==> config.mk <==
export PLATFORM = sky130hd
export DESIGN_NAME = ft_error_monitor
export DESIGN_NICKNAME = d
export VERILOG_FILES = /design/src/rtl/ft_pkg.sv /design/src/rtl/ft_err_src_tracker.sv /design/src/rtl/ft_error_monitor.sv
export SDC_FILE = /design/constraint.sdc
export NUM_CORES = 1
export LEC_CHECK = 0
export CAP_MARGIN = 15
export CORE_UTILIZATION = 56
export CTS_BUF_LIST = sky130_fd_sc_hd__clkbuf_4 sky130_fd_sc_hd__clkbuf_8
export DETAILED_ROUTE_END_ITERATION = 16
export PLACE_DENSITY = 0.84
export SYNTH_ARGS = -nofsm -noshare
export SYNTH_HDL_FRONTEND = slang
export SYNTH_SLANG_ARGS = --single-unit
==> constraint.sdc <==
create_clock -name clk -period 2.2 [get_ports clk]
set_clock_uncertainty 0.05 [all_clocks]
set_input_delay 0.22 -clock clk [delete_from_list [all_inputs] [get_ports clk]]
set_output_delay 0.22 -clock clk [all_outputs]
set_load 0.01 [all_outputs]
==> src/rtl/ft_pkg.sv <==
// ----------------------------------------------------------------------------
// ft_pkg
// Shared definitions for the fault-tolerant mux error monitor.
// Holds the 2-bit fault state encodings that appear on the monitor's
// fault_state output and are consumed by the BIST/trap controller.
// Ports: none (package).
// ----------------------------------------------------------------------------
package ft_pkg;

  // Fault classification; 2'b11 is never produced.
  typedef enum logic [1:0] {
    FS_OK        = 2'b00,
    FS_TRANSIENT = 2'b01,
    FS_PERMANENT = 2'b10
  } fault_state_t;

endpackage

==> src/rtl/ft_err_src_tracker.sv <==
// ----------------------------------------------------------------------------
// ft_err_src_tracker
// Per-source fault tracker. Counts consecutive flagged cycles of one mux
// error_detected line and latches a sticky "permanent" bit once the run
// length reaches PERM_THRESH.
// Ports:
//   clk         in  rising-edge clock
//   i_clr       in  synchronous clear (reset or soft clear), discards history
//   i_err       in  error_detected flag of this source
//   o_perm      out sticky permanent-fault bit (registered)
//   o_perm_rise out combinational: o_perm will be set at the coming edge
// ----------------------------------------------------------------------------
module ft_err_src_tracker #(
  parameter int PERM_THRESH = 4
) (
  input  logic clk,
  input  logic i_clr,
  input  logic i_err,
  output logic o_perm,
  output logic o_perm_rise
);

  localparam int HIT_W = $clog2(PERM_THRESH + 1);

  logic [HIT_W-1:0] r_hit_cnt;
  logic             r_perm;
  logic             w_reach;

  // The run reaches the threshold on this edge when the counter already
  // holds PERM_THRESH-1 and the source is flagged again.
  assign w_reach     = i_err && (r_hit_cnt == HIT_W'(PERM_THRESH - 1));
  assign o_perm_rise = w_reach && !r_perm && !i_clr;
  assign o_perm      = r_perm;

  always_ff @(posedge clk) begin
    if (i_clr) begin
      r_hit_cnt <= '0;
      r_perm    <= 1'b0;
    end else begin
      if (!i_err)
        r_hit_cnt <= '0;
      else if (r_hit_cnt != HIT_W'(PERM_THRESH))
        r_hit_cnt <= r_hit_cnt + HIT_W'(1);
      if (w_reach)
        r_perm <= 1'b1;
    end
  end

endmodule

==> src/rtl/ft_error_monitor.sv <==
// ----------------------------------------------------------------------------
// ft_error_monitor
// Collects error_detected flags from the fault-tolerant mux bank, classifies
// faults as transient or permanent, keeps a saturating count of flagged
// cycles and raises a level interrupt held until acknowledged.
// Ports:
//   clk         in  rising-edge clock
//   rst         in  synchronous active-high reset
//   err_in      in  [NUM_SRC] error_detected flags, bit i = mux i
//   clear       in  synchronous soft clear, same effect as rst
//   irq_ack     in  acknowledge pending irq
//   irq         out event interrupt, held until ack
//   fault_state out [2] 00 OK, 01 TRANSIENT, 10 PERMANENT
//   perm_mask   out [NUM_SRC] sticky per-source permanent-fault bits
//   err_count   out [CNT_W] flagged cycles, saturating at all-ones
//   last_src    out lowest flagged index of the most recent flagged cycle
// ----------------------------------------------------------------------------
module ft_error_monitor
  import ft_pkg::*;
#(
  parameter int NUM_SRC     = 8,
  parameter int CNT_W       = 8,
  parameter int PERM_THRESH = 4,
  parameter int QUIET_WIN   = 16,
  localparam int SRC_W      = (NUM_SRC > 1) ? $clog2(NUM_SRC) : 1,
  localparam int QUIET_W    = $clog2(QUIET_WIN)
) (
  input  logic               clk,
  input  logic               rst,
  input  logic [NUM_SRC-1:0] err_in,
  input  logic               clear,
  input  logic               irq_ack,
  output logic               irq,
  output logic [1:0]         fault_state,
  output logic [NUM_SRC-1:0] perm_mask,
  output logic [CNT_W-1:0]   err_count,
  output logic [SRC_W-1:0]   last_src
);

  logic               w_clr;
  logic               w_any_err;
  logic               w_new_perm;
  logic               w_set_irq;
  logic [NUM_SRC-1:0] w_perm_rise;
  logic [SRC_W-1:0]   w_low_idx;

  fault_state_t       r_state;
  logic [QUIET_W-1:0] r_quiet_cnt;
  logic               r_irq;
  logic [CNT_W-1:0]   r_err_count;
  logic [SRC_W-1:0]   r_last_src;

  assign w_clr      = rst | clear;
  assign w_any_err  = |err_in;
  assign w_new_perm = |w_perm_rise;

  // A new permanent bit always raises irq (entry into PERMANENT or a further
  // bit while already there); otherwise only the OK->TRANSIENT entry does.
  assign w_set_irq  = w_new_perm || ((r_state == FS_OK) && w_any_err);

  for (genvar g = 0; g < NUM_SRC; g++) begin : g_src
    ft_err_src_tracker #(
      .PERM_THRESH (PERM_THRESH)
    ) u_tracker (
      .clk         (clk),
      .i_clr       (w_clr),
      .i_err       (err_in[g]),
      .o_perm      (perm_mask[g]),
      .o_perm_rise (w_perm_rise[g])
    );
  end

  // Lowest set index wins: scan from the top so lower indices overwrite.
  always_comb begin
    w_low_idx = '0;
    for (int i = NUM_SRC - 1; i >= 0; i--) begin
      if (err_in[i])
        w_low_idx = SRC_W'(i);
    end
  end

  // Statistics: saturating flagged-cycle count and last flagged source.
  always_ff @(posedge clk) begin
    if (w_clr) begin
      r_err_count <= '0;
      r_last_src  <= '0;
    end else if (w_any_err) begin
      if (r_err_count != '1)
        r_err_count <= r_err_count + CNT_W'(1);
      r_last_src <= w_low_idx;
    end
  end

  // Fault classification FSM with the quiet-window counter and irq.
  // A set event and an ack on the same edge leave irq asserted.
  always_ff @(posedge clk) begin
    if (w_clr) begin
      r_state     <= FS_OK;
      r_quiet_cnt <= '0;
      r_irq       <= 1'b0;
    end else begin
      if (w_set_irq)
        r_irq <= 1'b1;
      else if (irq_ack)
        r_irq <= 1'b0;

      case (r_state)
        FS_OK: begin
          if (w_new_perm) begin
            r_state <= FS_PERMANENT;
          end else if (w_any_err) begin
            r_state     <= FS_TRANSIENT;
            r_quiet_cnt <= '0;
          end
        end
        FS_TRANSIENT: begin
          if (w_new_perm) begin
            r_state <= FS_PERMANENT;
          end else if (w_any_err) begin
            r_quiet_cnt <= '0;
          end else if (r_quiet_cnt == QUIET_W'(QUIET_WIN - 1)) begin
            r_state     <= FS_OK;
            r_quiet_cnt <= '0;
          end else begin
            r_quiet_cnt <= r_quiet_cnt + QUIET_W'(1);
          end
        end
        FS_PERMANENT: begin
          r_state <= FS_PERMANENT;
        end
        default: begin
          r_state <= FS_OK;
        end
      endcase
    end
  end

  assign irq         = r_irq;
  assign fault_state = r_state;
  assign err_count   = r_err_count;
  assign last_src    = r_last_src;

endmodule

Yosys cells after proc, flatten, opt, wreduce, memory -nomap -nowiden

Index checks and enable logic that the tools add are counted.

Memories kept: 0
Bits in registers: 50
Logic and storage cells: 139
Bits in latches: 0
Memory bits (writable): 0
Bits in read-only memories: 0
Bits of input ports: 12
Output and inout port bits: 22

Bitwise operators: 9
Multiplexer cells: 22
Add/sub/neg operators: 10
Div/mod/pow operators: 0
Equality and inequality tests: 26
Multiply operators: 0
Order comparisons: 0
Shift operators: 0
Reduce and logical (&&, ||, !) cells: 51

Operators with widths:

| cell                                                 | count |
|---|---|
| != test 3 bit (second input constant)                | 11 |
| logical AND 1 bit                                    | 25 |
| adder 3 x 1 -> 3 bit (second input constant)         | 8 |
| equality test 3 x 2 -> 1 bit (second input constant) | 8 |
| 2-to-1 mux 3 bit                                     | 8 |
| 2-to-1 mux 4 bit                                     | 5 |
| OR reduction 2 bit                                   | 8 |
| OR reduction 8 bit                                   | 2 |
| 2-to-1 mux 2 bit                                     | 5 |
| zero test 1 bit                                      | 9 |
| adder 8 x 1 -> 8 bit (second input constant)         | 1 |
| != test 8 bit (second input constant)                | 1 |
| inverter 1 bit                                       | 8 |
| one-hot mux 4 bit (2 select lines)                   | 1 |
| != test 2 bit (second input constant)                | 3 |
| one-hot mux 2 bit (3 select lines)                   | 1 |
| adder 4 x 1 -> 4 bit (second input constant)         | 1 |
| equality test 4 bit (second input constant)          | 1 |
| AND reduction 4 bit                                  | 1 |
| nonzero test 2 bit                                   | 2 |
| AND reduction 3 bit                                  | 1 |
| equality test 2 x 1 -> 1 bit (second input constant) | 1 |
| equality test 2 bit (second input constant)          | 1 |
| zero test 2 bit                                      | 1 |
| 4 further kinds                                      | 5 |

Longest topological paths before layout

Depth in word-level cells: 8
Mapped depth: 6
Depth with buffers taken out: 6

By module

Synthesis repeated with hierarchy kept, for this count alone.

Cell total of the unflattened synthesis: 282
Area, all modules: 2588.7 um^2

Modules (own cells, without submodules):

| module             | cells each | times used | area each (um^2) |
|---|---|---|---|
| ft_err_src_tracker | 22         | 8          | 214.0 |
| ft_error_monitor   | 106        | 1          | 877.1 |

Worst setup path before layout

No wires, ideal clock.

Path type: reg2reg
Start: reg g_src[2].u_tracker.r_hit_cnt[0]
End: reg r_quiet_cnt[0]
Data arrival time: 1.526 ns
Slack: 0.485 ns
Setup time: 0.139 ns
Period minus slack after synthesis: 1.715 ns
Stages on the path, launching flop included: 7
Cell sequence: dfxtp_1 -> ha_1 -> ha_1 -> nand3b_1 -> o2111ai_1 -> nor4_1 -> o22ai_1

Longest elaborated chain between the ends: 7

Ends and longest elaborated chain:

| item                               | RTL line                 | source |
|---|---|---|
| start, declared                    | ft_err_src_tracker.sv:25 | `logic [HIT_W-1:0] r_hit_cnt;` |
| start signal, assigned             | ft_err_src_tracker.sv:43 | `r_hit_cnt <= r_hit_cnt + HIT_W'(1);` |
| equality test 3 x 2 -> 1 bit (*)   | ft_err_src_tracker.sv:31 | `assign w_reach = i_err && (r_hit_cnt == HIT_W'(PERM_THRESH - 1));` |
| logical AND 1 bit (*)              | ft_err_src_tracker.sv:31 |  |
| logical AND 1 bit (*) (2 in a row) | ft_err_src_tracker.sv:32 | `assign o_perm_rise = w_reach && !r_perm && !i_clr;` |
| OR reduction 8 bit (*)             | ft_error_monitor.sv:55   | `assign w_new_perm = \|w_perm_rise;` |
| != test 2 bit (no line)            | --                       |  |
| AND reduction 4 bit (no line) (*)  | --                       |  |
| end signal, assigned               | ft_error_monitor.sv:125  | `r_quiet_cnt <= r_quiet_cnt + QUIET_W'(1);` |
| end, declared                      | ft_error_monitor.sv:48   | `logic [QUIET_W-1:0] r_quiet_cnt;` |

Mark *: on every way between the ends. The rest lies on a longest branch, timed or not.
A chain may end at the register's enable or synchronous reset.

Final worst setup path

Start: in err_in[5]
End: reg r_quiet_cnt[3]

Longest elaborated chain between the ends: 6

Ends and longest elaborated chain:

| item                           | RTL line                 | source |
|---|---|---|
| start, declared                | ft_error_monitor.sv:30   | `input logic [NUM_SRC-1:0] err_in,` |
| logical AND 1 bit              | ft_err_src_tracker.sv:31 |  |
| logical AND 1 bit (2 in a row) | ft_err_src_tracker.sv:32 |  |
| OR reduction 8 bit             | ft_error_monitor.sv:55   |  |
| != test 2 bit (no line)        | --                       |  |
| AND reduction 4 bit (no line)  | --                       |  |

Parallel ways exist; a longest one is shown, timed or not. The select of a mux whose other input is x is not followed.

==> flow_results.xml <==
<?xml version="1.0" encoding="UTF-8"?>
<metrics>
  <group name="timing">
    <metric name="finalHoldViolations" unit="">0</metric>
    <metric name="setup_violations" unit="">0</metric>
    <metric name="slew_headroom" unit="">0.7178</metric>
    <metric name="final_period_demand_of_the_worst_path" unit="ps">1902</metric>
    <metric name="slew_viol_final" unit="">0</metric>
    <metric name="timing_worst_slew_pin_value" unit="ps">423.2</metric>
    <metric name="setup_total_negative_slack" unit="ps">0</metric>
    <metric name="unrepaired_setup_endpoints_after_global_routing" unit="">false</metric>
    <metric name="hold_slack" unit="ps">426.3</metric>
    <metric name="post-route-period-util" unit="">0.8647</metric>
    <metric name="max_freq" unit="MHz">525.7</metric>
  </group>
  <group name="synth">
    <metric name="synthesis.nets" unit="">323</metric>
    <metric name="syn-instance-count" unit="">285</metric>
    <metric name="synth_seq_cells" unit="">50</metric>
    <metric name="synth_top_cells_by_area" unit="">dfxtp_1 41%, ha_1 13%, a21oi_1 6.8%</metric>
    <metric name="synth-edff-count" unit="">0</metric>
    <metric name="post-synth-top-area-fraction" unit="">0.4096</metric>
    <metric name="synthDominantAreaCellType" unit="">dfxtp_1</metric>
    <metric name="yosysWarningCount" unit="">0</metric>
    <metric name="primary_flip_flop_cell_chosen_by_synthesis_mapping" unit="">dfxtp_1</metric>
    <metric name="synth_top_cells_by_count" unit="">50 x dfxtp_1, 35 x nand2_1, 33 x a21oi_1, 27 x nor2_1, 26 x ha_1</metric>
    <metric name="most_repeated_cell_in_the_gate_level_netlist_after_synthesis" unit="">dfxtp_1</metric>
    <metric name="syn-cell-area" unit="sq mm">0.002444</metric>
    <metric name="fraction_of_registers_with_async_set_reset" unit="">0</metric>
    <metric name="synth_unique_cells" unit="">36</metric>
    <metric name="share_of_the_yosys_chip_area_belonging_to_registers" unit="">0.4096</metric>
    <metric name="syn_avg_cell_area" unit="sq um">8.574</metric>
  </group>
  <group name="routing">
    <metric name="vias" unit="">2010</metric>
    <metric name="wl_met1" unit="mm">2.200</metric>
    <metric name="routed_wirelength" unit="mm">4.710</metric>
    <metric name="detail_route.wl_per_cell" unit="um">12.66</metric>
    <metric name="detailroute.wirelength.met3" unit="um">177</metric>
    <metric name="wl_met2" unit="mm">2.190</metric>
    <metric name="drtIter0Drc" unit="">95</metric>
    <metric name="number_of_iterations_in_the_first_detailed_routing_pass" unit="">4</metric>
    <metric name="detail_route.drc_violations" unit="">0</metric>
    <metric name="top_signal_layer_used" unit="">met4</metric>
    <metric name="antenna_left" unit="">0</metric>
    <metric name="detail_route.vias_per_cell" unit="">5.403</metric>
  </group>
  <group name="clocking">
    <metric name="cts.sinks" unit="">50</metric>
    <metric name="cts_setup_buffers" unit="">0</metric>
    <metric name="numCtsBuffers" unit="">5</metric>
    <metric name="clk_pin_slew_worst_paths" unit="ps">80</metric>
    <metric name="cts.hold.buffers_added" unit="">0</metric>
    <metric name="clkLatencyLatePin" unit="ps">310</metric>
    <metric name="clockBufferDepth" unit="">2</metric>
    <metric name="post_cts.resized_instances" unit="">0</metric>
    <metric name="htreeDepth" unit="">2</metric>
    <metric name="clock-root-buffer" unit="">clkbuf_8</metric>
    <metric name="clock_tree_from_tritoncts" unit="">yes</metric>
  </group>
  <group name="floorplan">
    <metric name="floorplan.initialDensity" unit="">0.5980</metric>
    <metric name="dieArea" unit="sq mm">0.004631</metric>
    <metric name="i_o_pins" unit="">34</metric>
    <metric name="dieHeight" unit="um">68.06</metric>
    <metric name="floorplan.rows" unit="">23</metric>
    <metric name="core_area" unit="sq mm">0.004086</metric>
    <metric name="dieWidth" unit="um">68.06</metric>
  </group>
  <group name="cells_and_area">
    <metric name="final_core_util" unit="">0.7110</metric>
    <metric name="finish.net_count" unit="">360</metric>
    <metric name="drive_above_1_share" unit="">0.07453</metric>
    <metric name="post_layout_nonfiller_instances" unit="">372</metric>
    <metric name="antennaDiodeCount" unit="">0</metric>
    <metric name="area_growth" unit="%">18.89</metric>
    <metric name="num-fill-cells" unit="">330</metric>
  </group>
  <group name="worst_setup_path">
    <metric name="cp-end-kind" unit="">register</metric>
    <metric name="timing.setup.critical_path_class" unit="">primary input to register</metric>
    <metric name="arrival" unit="ps">2100</metric>
    <metric name="cp-start-kind" unit="">primary input</metric>
    <metric name="top_fanout_value_on_the_critical_path" unit="">4</metric>
    <metric name="crit_required" unit="ps">2400</metric>
  </group>
  <group name="pwr">
    <metric name="lkg_pwr" unit="nW">1.068</metric>
    <metric name="max_vdd_drop" unit="uV">325.1</metric>
    <metric name="p_per_area" unit="mW/mm^2">546.7</metric>
    <metric name="power.total" unit="W">0.001588</metric>
  </group>
  <group name="place">
    <metric name="gpl.final_weighted_congestion" unit="">0.7879</metric>
    <metric name="placement.io_buffers" unit="">33</metric>
    <metric name="dpl.hpwl" unit="mm">3.523</metric>
    <metric name="dp.cells" unit="">365</metric>
  </group>
  <group name="grt">
    <metric name="maximum_number_of_pins_on_one_net_before_global_route_repair" unit="">20</metric>
    <metric name="grt_antenna_before_repair" unit="">0</metric>
    <metric name="first_global_vias" unit="">1753</metric>
    <metric name="grt_pass1_wl" unit="mm">7.672</metric>
    <metric name="grtUsageTotal" unit="">0.2262</metric>
    <metric name="grt.overflow.total" unit="">0</metric>
  </group>
  <group name="run">
    <metric name="max_cap_violations" unit="">0</metric>
  </group>
  <group name="run_status">
    <metric name="run_status" unit="">completed</metric>
  </group>
  <group name="hold_path">
    <metric name="worst_hold_path_type" unit="">register to register</metric>
  </group>
</metrics>
==> registers in the layout, indices dropped and copies added, names as in the netlist <==
register,cells
irq,1
fault_state,2
r_quiet_cnt,4
err_count,8
last_src,3
g_src.u_tracker.r_hit_cnt,24
g_src.u_tracker.o_perm,8
==> final timing paths <==
check | startpoint | slack, ps | end | depth (start not counted)
setup / recovery | err_in[5] | 300 | r_quiet_cnt[3]$_SDFFE_PN0P_ | 6
hold / removal | r_quiet_cnt[1]$_SDFFE_PN0P_ | 430 | r_quiet_cnt[1]$_SDFFE_PN0P_ | 2
setup reg to reg | g_src[4].u_tracker.r_hit_cnt[0]$_SDFFE_PP0P_ | 430 | r_quiet_cnt[0]$_SDFFE_PN0P_ | 7
hold reg to reg | r_quiet_cnt[1]$_SDFFE_PN0P_ | 430 | r_quiet_cnt[1]$_SDFFE_PN0P_ | 2
==> stage by stage <==
| stage | setup WS (ps) | cell area [sq um] |
|---|---|---|
| finish | 297.7 | 2905 |
| floorplan | 485.1 | 2444 |
| global route | 208.4 | 2905 |
| CTS | 302.4 | 2905 |
| global placement | 60.17 | 2821 |
| detailed placement | 4.202 | 2821 |
==> logic make-up (layout without fill, tap and decap cells) <==
kind of cell / count (synthesis) / count (layout) / synth area share
adders and majority gates: 26 / 26 / 0.1331
DFF: 50 / 50 / 0.4096
and+or+nand+nor: 110 / 110 / 0.2222
AOI/OAI and AO/OA: 51 / 51 / 0.1234
buffers and inverters: 38 / 75 / 0.07527
xor gates and xnor gates: 9 / 9 / 0.03226
muxes: 1 / 1 / 0.004096
==> routing by layer <==
metal	GRT usage	vias to the layer above
met1	0.2781	921
met3	0.05500	15
li1	-	1033
met4	0.1146	0
met2	0.3652	41
met5	0	-
==> power breakdown <==
part,internal [W],leakage (nW),switching (W),total [W]
clock,0.000244,0.0452,0.000295,0.000539
combinational,0.0000603,0.618,0.0000593,0.000120
sequential,0.000917,0.405,0.0000127,0.000930
total,0.00122,1.07,0.000366,0.00159
==> worst max-delay path, cell delays in order <==
cell and delay (ps):
clkdlybuf4s50_1 420, or4_1 660, buf_4 210, nor4_4 360
o211ai_1 140, o21ai_1 100
==> cell type report <==
class	instances	area [sq um]	share of cell area
clock buffer	7	83.83	0.02885
inverter	25	93.84	0.03230
sequential	50	1001	0.3445
multi-input combinational	197	1259	0.4332
timing repair buffer	43	405.4	0.1395
tap	50	62.56	0.02153
==> cell usage in the layout, fill, tap and decap left out, types with 3 or more instances in the layout <==
cell	Yosys	final
o31ai_1	3	3
buf_4	9	10
ha_1	26	26
nand2_1	35	35
clkbuf_8	0	5
o21ai_1	6	6
or3_1	3	3
nor2b_1	3	3
or4_1	6	6
dfxtp_1	50	50
nor2_1	27	27
nor3_1	5	5
xnor2_1	8	8
nand3_1	14	14
inv_1	25	25
clkdlybuf4s50_1	0	33
a21oi_1	33	33
nand3b_1	6	6
Power figures use the tool's default switching activity.
